==> src/rtl/if_fetch_unit_if.sv <==
// Instruction-memory request/response channel between the fetch unit and imem.
// The fetch unit is the master: it drives the request and receives the response.
interface if_fetch_unit_if #(
    parameter int PC_WIDTH   = 32,
    parameter int INST_WIDTH = 32
);
    logic                  imem_req_valid;
    logic                  imem_req_ready;
    logic [PC_WIDTH-1:0]   imem_req_addr;
    logic                  imem_rsp_valid;
    logic [INST_WIDTH-1:0] imem_rsp_data;

    modport master (
        output imem_req_valid, imem_req_addr,
        input  imem_req_ready, imem_rsp_valid, imem_rsp_data
    );

    modport slave (
        input  imem_req_valid, imem_req_addr,
        output imem_req_ready, imem_rsp_valid, imem_rsp_data
    );
endinterface

==> src/rtl/if_fetch_unit.sv <==
// Fetch stage: owns the PC, keeps one imem request in flight, and feeds IF/ID
// with registered pc/inst, freezing under stall and bubbling on redirect or miss.
module if_fetch_unit #(
    parameter int                    PC_WIDTH   = 32,
    parameter int                    INST_WIDTH = 32,
    parameter logic [PC_WIDTH-1:0]   RESET_PC   = '0,
    parameter logic [INST_WIDTH-1:0] NOP_INST   = INST_WIDTH'(32'h00000013)
) (
    input  logic                  clk,
    input  logic                  rst,
    input  logic                  stall,
    input  logic                  redirect_valid,
    input  logic [PC_WIDTH-1:0]   redirect_pc,
    if_fetch_unit_if.master       imem,
    output logic [PC_WIDTH-1:0]   pc,
    output logic [INST_WIDTH-1:0] inst,
    output logic                  inst_valid
);
    typedef enum logic [1:0] {S_REQ, S_WAIT, S_HOLD} state_e;

    state_e                state_q;
    logic                  drop_q;
    logic [PC_WIDTH-1:0]   pc_q;
    logic [INST_WIDTH-1:0] hold_q;
    logic [PC_WIDTH-1:0]   pc_out_q;
    logic [INST_WIDTH-1:0] inst_q;
    logic                  inst_valid_q;

    logic [PC_WIDTH-1:0]   pc_inc;
    logic [PC_WIDTH-1:0]   redir_al;

    assign pc_inc   = pc_q + PC_WIDTH'(4);
    assign redir_al = {redirect_pc[PC_WIDTH-1:2], 2'b00};

    // Request is masked while reset is held so nothing leaks out before release.
    assign imem.imem_req_valid = (state_q == S_REQ) && !rst;
    assign imem.imem_req_addr  = pc_q;

    assign pc         = pc_out_q;
    assign inst       = inst_q;
    assign inst_valid = inst_valid_q;

    always_ff @(posedge clk or posedge rst) begin
        if (rst) begin
            state_q      <= S_REQ;
            drop_q       <= 1'b0;
            pc_q         <= RESET_PC;
            hold_q       <= '0;
            pc_out_q     <= RESET_PC;
            inst_q       <= NOP_INST;
            inst_valid_q <= 1'b0;
        end else if (redirect_valid) begin
            pc_q         <= redir_al;
            inst_q       <= NOP_INST;
            inst_valid_q <= 1'b0;
            unique case (state_q)
                S_REQ: begin
                    // Accepted this cycle: its response belongs to the old path.
                    if (imem.imem_req_ready) begin
                        state_q <= S_WAIT;
                        drop_q  <= 1'b1;
                    end
                end
                S_WAIT: begin
                    if (imem.imem_rsp_valid) begin
                        state_q <= S_REQ;
                        drop_q  <= 1'b0;
                    end else begin
                        drop_q  <= 1'b1;
                    end
                end
                default: state_q <= S_REQ;
            endcase
        end else begin
            if (!stall) begin
                inst_q       <= NOP_INST;
                inst_valid_q <= 1'b0;
            end
            unique case (state_q)
                S_REQ: begin
                    if (imem.imem_req_ready) state_q <= S_WAIT;
                end
                S_WAIT: begin
                    if (imem.imem_rsp_valid) begin
                        if (drop_q) begin
                            drop_q  <= 1'b0;
                            state_q <= S_REQ;
                        end else if (stall) begin
                            hold_q  <= imem.imem_rsp_data;
                            state_q <= S_HOLD;
                        end else begin
                            pc_out_q     <= pc_q;
                            inst_q       <= imem.imem_rsp_data;
                            inst_valid_q <= 1'b1;
                            pc_q         <= pc_inc;
                            state_q      <= S_REQ;
                        end
                    end
                end
                default: begin
                    if (!stall) begin
                        pc_out_q     <= pc_q;
                        inst_q       <= hold_q;
                        inst_valid_q <= 1'b1;
                        pc_q         <= pc_inc;
                        state_q      <= S_REQ;
                    end
                end
            endcase
        end
    end
endmodule

==> src/flat_wrapper.sv <==
// flat-port wrapper written by rule: the top's interface ports become plain ports
module if_fetch_unit_flat 
#(
    parameter int                    PC_WIDTH   = 32,
    parameter int                    INST_WIDTH = 32,
    parameter logic [PC_WIDTH-1:0]   RESET_PC   = '0,
    parameter logic [INST_WIDTH-1:0] NOP_INST   = INST_WIDTH'(32'h00000013)
)
  (clk, rst, stall, redirect_valid, redirect_pc, pc, inst, inst_valid, imem_imem_req_valid, imem_imem_req_addr, imem_imem_req_ready, imem_imem_rsp_valid, imem_imem_rsp_data);
  if_fetch_unit_if #(.PC_WIDTH(PC_WIDTH), .INST_WIDTH(INST_WIDTH)) imem_i ();
  input  logic clk;
  input  logic rst;
  input  logic stall;
  input  logic redirect_valid;
  input  logic [PC_WIDTH-1:0] redirect_pc;
  output logic [PC_WIDTH-1:0] pc;
  output logic [INST_WIDTH-1:0] inst;
  output logic inst_valid;
  output wire logic [$bits(imem_i.imem_req_valid)-1:0] imem_imem_req_valid;
  output wire logic [$bits(imem_i.imem_req_addr)-1:0] imem_imem_req_addr;
  input wire logic [$bits(imem_i.imem_req_ready)-1:0] imem_imem_req_ready;
  input wire logic [$bits(imem_i.imem_rsp_valid)-1:0] imem_imem_rsp_valid;
  input wire logic [$bits(imem_i.imem_rsp_data)-1:0] imem_imem_rsp_data;
  assign imem_imem_req_valid = imem_i.imem_req_valid;
  assign imem_imem_req_addr = imem_i.imem_req_addr;
  assign imem_i.imem_req_ready = imem_imem_req_ready;
  assign imem_i.imem_rsp_valid = imem_imem_rsp_valid;
  assign imem_i.imem_rsp_data = imem_imem_rsp_data;
  if_fetch_unit #(.PC_WIDTH(PC_WIDTH), .INST_WIDTH(INST_WIDTH), .RESET_PC(RESET_PC), .NOP_INST(NOP_INST)) u_core (.clk(clk), .rst(rst), .stall(stall), .redirect_valid(redirect_valid), .redirect_pc(redirect_pc), .imem(imem_i), .pc(pc), .inst(inst), .inst_valid(inst_valid));
endmodule
==> config.mk <==
export PLATFORM = sky130hd
export DESIGN_NAME = if_fetch_unit_flat
export DESIGN_NICKNAME = d
export VERILOG_FILES = /design/src/rtl/if_fetch_unit_if.sv /design/src/rtl/if_fetch_unit.sv /design/src/flat_wrapper.sv
export SDC_FILE = /design/constraint.sdc
export NUM_CORES = 1
export LEC_CHECK = 0
export ABC_CLOCK_PERIOD_IN_PS = 4900
export BUFFER_PORTS_ARGS = -buffer_cell sky130_fd_sc_hd__buf_2
export CAP_MARGIN = 15
export CORE_MARGIN = 10
export CORE_UTILIZATION = 42
export CTS_CLUSTER_DIAMETER = 40
export DETAILED_ROUTE_END_ITERATION = 8
export PLACE_DENSITY = 0.67
export SLEW_MARGIN = 20
export SYNTH_ARGS = -nofsm -noshare
export SYNTH_HDL_FRONTEND = slang
export SYNTH_SLANG_ARGS = --single-unit
==> constraint.sdc <==
create_clock -name clk -period 4.9 [get_ports clk]
set_input_delay 0.98 -clock clk [delete_from_list [all_inputs] [get_ports clk]]
set_output_delay 0.98 -clock clk [all_outputs]
set_load 0.01 [all_outputs]
==> flow_summary.yaml, run 1 <==
synth:
  synth.distinct_cells: 36
  synth_area_um2: 5708
  syn_avg_cell_area_um2: 11.72
  yosysWarnings: 0
  yosysSeqAreaShare: 0.5618
  synth_largest_area_cell: "dfrtp_1"
  postSynthCellCount: 487
  synth_area_leaders: "dfrtp_1 (55%), mux2_2 (13%), a221oi_1 (4.4%)"
  synth_top_area_share: 0.5480
  synth-seq-cells: 128
final_layout:
  final_cell_mix: "buf_2 (161), dfrtp_1 (125), mux2_2 (67), nand2_1 (40), nor3_1 (31)"
  n_fill_cell: 1150
  fin_nets: 713
  layout-drive-gt1-share: 0.4198
  syn2layout_area_growth_pct: 26.81
  antenna_cells: 0
  seq_area_um2: 3207
  multiInputGateArea_um2: 2351
  final_common_cell: "buf_2"
  utilization: 0.5444
floorplanning:
  die_w_um: 136.6
  start_util: 0.4293
  rows: 42
  ioPinCount: 168
  die-area_um2: 18650
  core_um2: 13300
  fp.dieH_um: 136.6
detailed_routing:
  drt_iter0_markers: 253
  wirelength_um: 15260
  vias: 4411
  drc: 0
  wl_per_cell_um: 18.36
  ant_nets: 0
  firstDrtPassIters: 4
  vias_per_cell: 5.308
clock_tree:
  clk_pin_slew_ns: 0.05
  cts-hold-fix-buffers: 0
  root_buffer: "clkbuf_16"
  max-clock-path-buffers: 2
  tritoncts: "done"
  cts_setup_buffers: 0
  clk_latency_ns: 0.42
  htree_levels: 4
  cts_resized: 0
  numCtsBuffers: 17
  cts.sinks: 128
sta:
  setup_tns_ns: 0
  fmax_mhz: 338.5
  period_share: 0.6030
  period_minus_slack_ns: 2.954
  tightest_slew_ns: 0.8924
  timing.final.ws_setup_ns: 1.946
  finalSetupViolCount: 0
  skew_ns: 0.006423
  drv_slew: 0
  rsz0062_at_grt: "false"
  slew_headroom: 0.4044
  timing_hold_violations_final: 0
pwr:
  peakVddDrop_mv: 0.2086
  switching_share: 0.2683
  p_leak_nw: 3.403
  clkPwrFrac: 0.364
  p_int_mw: 2.446
  power_density_nw_per_um2: 461.9
  pwr-share-comb: 0.194
  p_seq_frac: 0.442
  p_sw_mw: 0.8970
critical_path:
  crit_type: "input pin to flop"
  cp_max_fo: 50
  r2r_slack_ns: 2.57
  endpoint_kind: "flop"
  r2r_end: "u_core.imem.imem_req_addr[31]$_DFFE_PP0P_"
  worst-r2r-cell-count: 6
  reg2reg_from: "u_core.state_q[1]$_DFFE_PP0P_"
  worstPathArrival_ns: 3.25
  cp-start-kind: "input pin"
  cp.required_ns: 5.20
min_path:
  whs_path_depth: 1
  holdPathEnd: "u_core.pc[18]$_DFFE_PP0P_"
  worstHoldStart: "u_core.pc[18]$_DFFE_PP0P_"
  hold_class: "flop to flop"
flow_run:
  max_cap_viol_count: 0
status:
  status: "finished clean"
grt:
  antenna_found_initial: 3
  grt_pass1_wl_um: 24630
  grtUsageTotal: 0.1668
  grt_max_degree: 81
  first_global_vias: 4720
  globalRoute.totalOverflow: 0
place:
  hpwl_um: 10750
  place.gp.congestion: 0.7823
  place_ws_ns: 1.488
  io_buffer_count: 161
layout make-up:
cell class	count	area share
Sequential cell	128	0.4430
Multi-Input combinational cell	320	0.3248
Timing Repair Buffer	169	0.1196
Clock buffer	26	0.06759
Tap cell	176	0.03042
Clock inverter	6	0.01106
Inverter	6	0.003457
power by group through the flow:
| stage | Clock, mW | Combinational (mW) | Sequential, mW |
|---|---|---|---|
| final | 1.22 | 0.650 | 1.48 |
| after global routing | 1.30 | 0.720 | 1.51 |
| after CTS | 1.24 | 0.666 | 1.48 |
| after detailed placement | 0 | 0.665 | 1.49 |
| after global placement | 0 | 0.645 | 1.47 |
| after floorplan | 0 | 0.327 | 1.54 |
logic make-up after synthesis:
group,after synthesis,share of synthesized area
fa+ha+maj,1,0.002192
xor+xnor,28,0.04296
compound gates,71,0.08965
other cells,1,0.0006570
flops,128,0.5618
simple gates,147,0.1357
buf+inv,42,0.03135
mux,69,0.1357
synth_stat cells (all sizes together):
master,n
a31oi,1
dfrtp,125
and3,4
nor2b,29
nand3,11
ha,1
inv,6
nand3b,1
nor4,3
nand2,40
xor2,20
a21oi,4
mux2,67
a211oi,2
dfstp,3
or3,1
xnor2,8
and2,2
a21o,1
mux2i,2
o22ai,4
conb,1
a2111oi,1
nor2,6
and4,2
nand4,16
a221oi,29
buf,12
o211ai,4
clkbuf,24
o21ai,25
nor3,32
worst max-delay path by stage:
stage / start / endpoint / slack, ns / depth (start not counted)
floorplan: rst / u_core.drop_q$_DFFE_PP0P_ / 0.51 / 1
global placement: stall / u_core.hold_q[9]$_DFFE_PP0P_ / 1.53 / 4
detailed placement: stall / u_core.hold_q[8]$_DFFE_PP0P_ / 1.49 / 4
CTS: stall / u_core.hold_q[8]$_DFFE_PP0P_ / 1.93 / 4
global route: stall / u_core.hold_q[5]$_DFFE_PP0P_ / 1.75 / 4
finish: stall / u_core.hold_q[8]$_DFFE_PP0P_ / 1.95 / 4
per-layer routing:
metal,vias up,routed length [µm],track usage
met5,-,25,0
li1,2068,-,-
met2,152,7232,0.2657
met1,2166,6086,0.1959
met4,4,204,0.05503
met3,21,1710,0.07625
critical path: stages:
cell	delay (ns)
buf_2	0.39
buf_4	0.50
nand3_2	0.80
mux2_2	0.56
flip-flops by register name, summed over array words and instances, names as in the netlist:
signal,flops
u_core.hold_q,32
u_core.inst_valid,1
u_core.imem.imem_req_addr,30
u_core.state_q,2
u_core.drop_q,1
u_core.inst,32
u_core.pc,30
stage by stage:
stage | instance area (µm²) | hold slack (ns) | cells | power (mW)
floorplan | 5719 | 0.4794 | 490 | 1.865
global placement | 6669 | 0.4835 | 799 | 2.116
detailed placement | 6669 | 0.4913 | 799 | 2.159
CTS | 7238 | 0.5037 | 831 | 3.386
global route | 7238 | 0.5173 | 831 | 3.526
finish | 7238 | 0.4983 | 831 | 3.343
Note: power is estimated with default switching activity, not from simulation.
==> run 2: changes to the inputs <==
- ABC_CLOCK_PERIOD_IN_PS: 4900 -> 2600
- PLACE_DENSITY: 0.67 -> 0.7
- clock period: 4.9 -> 2.6 ns (I/O delays scaled with it)
==> flow_summary.yaml, run 2 (same netlist as run 1, synthesis figures left out) <==
detailed_routing:
  vias_per_cell: 5.331
  drt_iter0_markers: 289
  vias: 4457
  wirelength_um: 15440
  wl_per_cell_um: 18.47
  firstDrtPassIters: 6
  drc: 0
  ant_nets: 0
sta:
  setup_tns_ns: 0
  period_share: 0.8239
  fmax_mhz: 466.8
  slew_headroom: 0.5119
  period_minus_slack_ns: 2.142
  finalSetupViolCount: 0
  skew_ns: 0.01068
  tightest_slew_ns: 0.7322
  rsz0062_at_grt: "false"
  timing_hold_violations_final: 0
  drv_slew: 0
  timing.final.ws_setup_ns: 0.4577
pwr:
  p_seq_frac: 0.432
  p_leak_nw: 3.454
  p_int_mw: 4.745
  peakVddDrop_mv: 0.4580
  total_power_mw: 6.456
  pwr-share-comb: 0.191
  p_sw_mw: 1.711
  clkPwrFrac: 0.377
  switching_share: 0.2650
  power_density_nw_per_um2: 879.2
grt:
  antenna_found_initial: 3
  grt_max_degree: 71
  first_global_vias: 4647
  globalRoute.totalOverflow: 0
  grtUsageTotal: 0.1665
  grt_pass1_wl_um: 24380
floorplanning:
  die-area_um2: 18650
  fp.dieH_um: 136.6
  start_util: 0.4293
  core_um2: 13300
  die_w_um: 136.6
  ioPinCount: 168
  rows: 42
place:
  place.gp.congestion: 0.7904
  place_area_um2: 6728
  place_ws_ns: 0.3935
  numPlacedInstances: 804
  io_buffer_count: 161
  hpwl_um: 10800
final_layout:
  final_cell_mix: "buf_2 (161), dfrtp_1 (125), mux2_2 (67), nand2_1 (40), nor3_1 (31)"
  final-instance-count-excl-fill: 836
  layout-drive-gt1-share: 0.4279
  fin_nets: 718
  final_common_cell: "buf_2"
  syn2layout_area_growth_pct: 28.65
  n_fill_cell: 1189
  fin_area_um2: 7343
flow_run:
  max_cap_viol_count: 0
critical_path:
  cp_max_fo: 6
  worstPathArrival_ns: 2.47
  crit_type: "flop to flop"
  endpoint_kind: "flop"
  cp.required_ns: 2.93
  r2r_slack_ns: 0.46
  cp-start-kind: "flop"
clock_tree:
  clk_pin_slew_ns: 0.06
  cts_setup_buffers: 0
  cts.sinks: 128
  cts-hold-fix-buffers: 0
  htree_levels: 4
  clk_latency_ns: 0.41
  numCtsBuffers: 17
  root_buffer: "clkbuf_16"
  max-clock-path-buffers: 2
  cts_resized: 0
  tritoncts: "done"
min_path:
  hold_class: "input pin to asynchronous set/reset pin"
status:
  status: "finished clean"
-- run 2: layout make-up --
class | count | area, µm² | area share
diodes | 1 | 2.502 | 0.0003408
clock buffers | 27 | 543.0 | 0.07395
clock inverters | 4 | 70.07 | 0.009542
inverters | 6 | 26.28 | 0.003578
multi-input cells | 320 | 2346 | 0.3195
flip-flops and latches | 128 | 3207 | 0.4367
well taps | 176 | 220.2 | 0.02999
repair buffers | 174 | 928.4 | 0.1264
-- run 2: power groups by stage --
stage | clock (mW) | sequential, mW | combinational [mW]
after global placement | 0 | 2.77 | 1.22
after detailed placement | 0 | 2.82 | 1.26
after CTS | 2.49 | 2.79 | 1.26
after floorplan | 0 | 2.90 | 0.616
after global routing | 2.58 | 2.85 | 1.36
final | 2.44 | 2.79 | 1.23
-- run 2: worst paths after layout --
| kind | start | endpoint | cells past startpoint |
|---|---|---|---|
| worst max-delay path | u_core.imem.imem_req_addr[4]$_DFFE_PP0P_ | u_core.imem.imem_req_addr[25]$_DFFE_PP0P_ | 6 |
| worst min register to register | u_core.pc[21]$_DFFE_PP0P_ | u_core.pc[21]$_DFFE_PP0P_ | 1 |
| min in group clk | redirect_pc[27] | u_core.imem.imem_req_addr[27]$_DFFE_PP0P_ | 3 |
| max in group asynchronous | rst | u_core.hold_q[6]$_DFFE_PP0P_ | 3 |
| worst min-delay path | rst | u_core.pc[4]$_DFFE_PP0P_ | 3 |
| worst max register to register | u_core.imem.imem_req_addr[4]$_DFFE_PP0P_ | u_core.imem.imem_req_addr[25]$_DFFE_PP0P_ | 6 |
-- run 2: through the flow --
stage / hold WS (ns) / util
detailed placement: 0.4900 / 0.5060
floorplan: 0.4794 / -
CTS: 0.2345 / 0.5521
global placement: 0.4837 / 0.5060
finish: 0.2070 / 0.5523
global route: 0.2760 / 0.5523
-- run 2: critical path: stages (launching register included) --
cell and delay [ns]:
dfrtp_1 0.44, nand4_1 0.24, a2111oi_4 0.66, buf_4 0.23
nand4_1 0.13, xor2_1 0.20, o21ai_0 0.15
-- run 2: metal layers --
layer	wire, µm	GRT usage	up-vias
met5	23	0	-
met4	157	0.06095	4
met3	1805	0.07991	15
met2	7223	0.2638	169
met1	6229	0.1921	2195
li1	-	-	2074
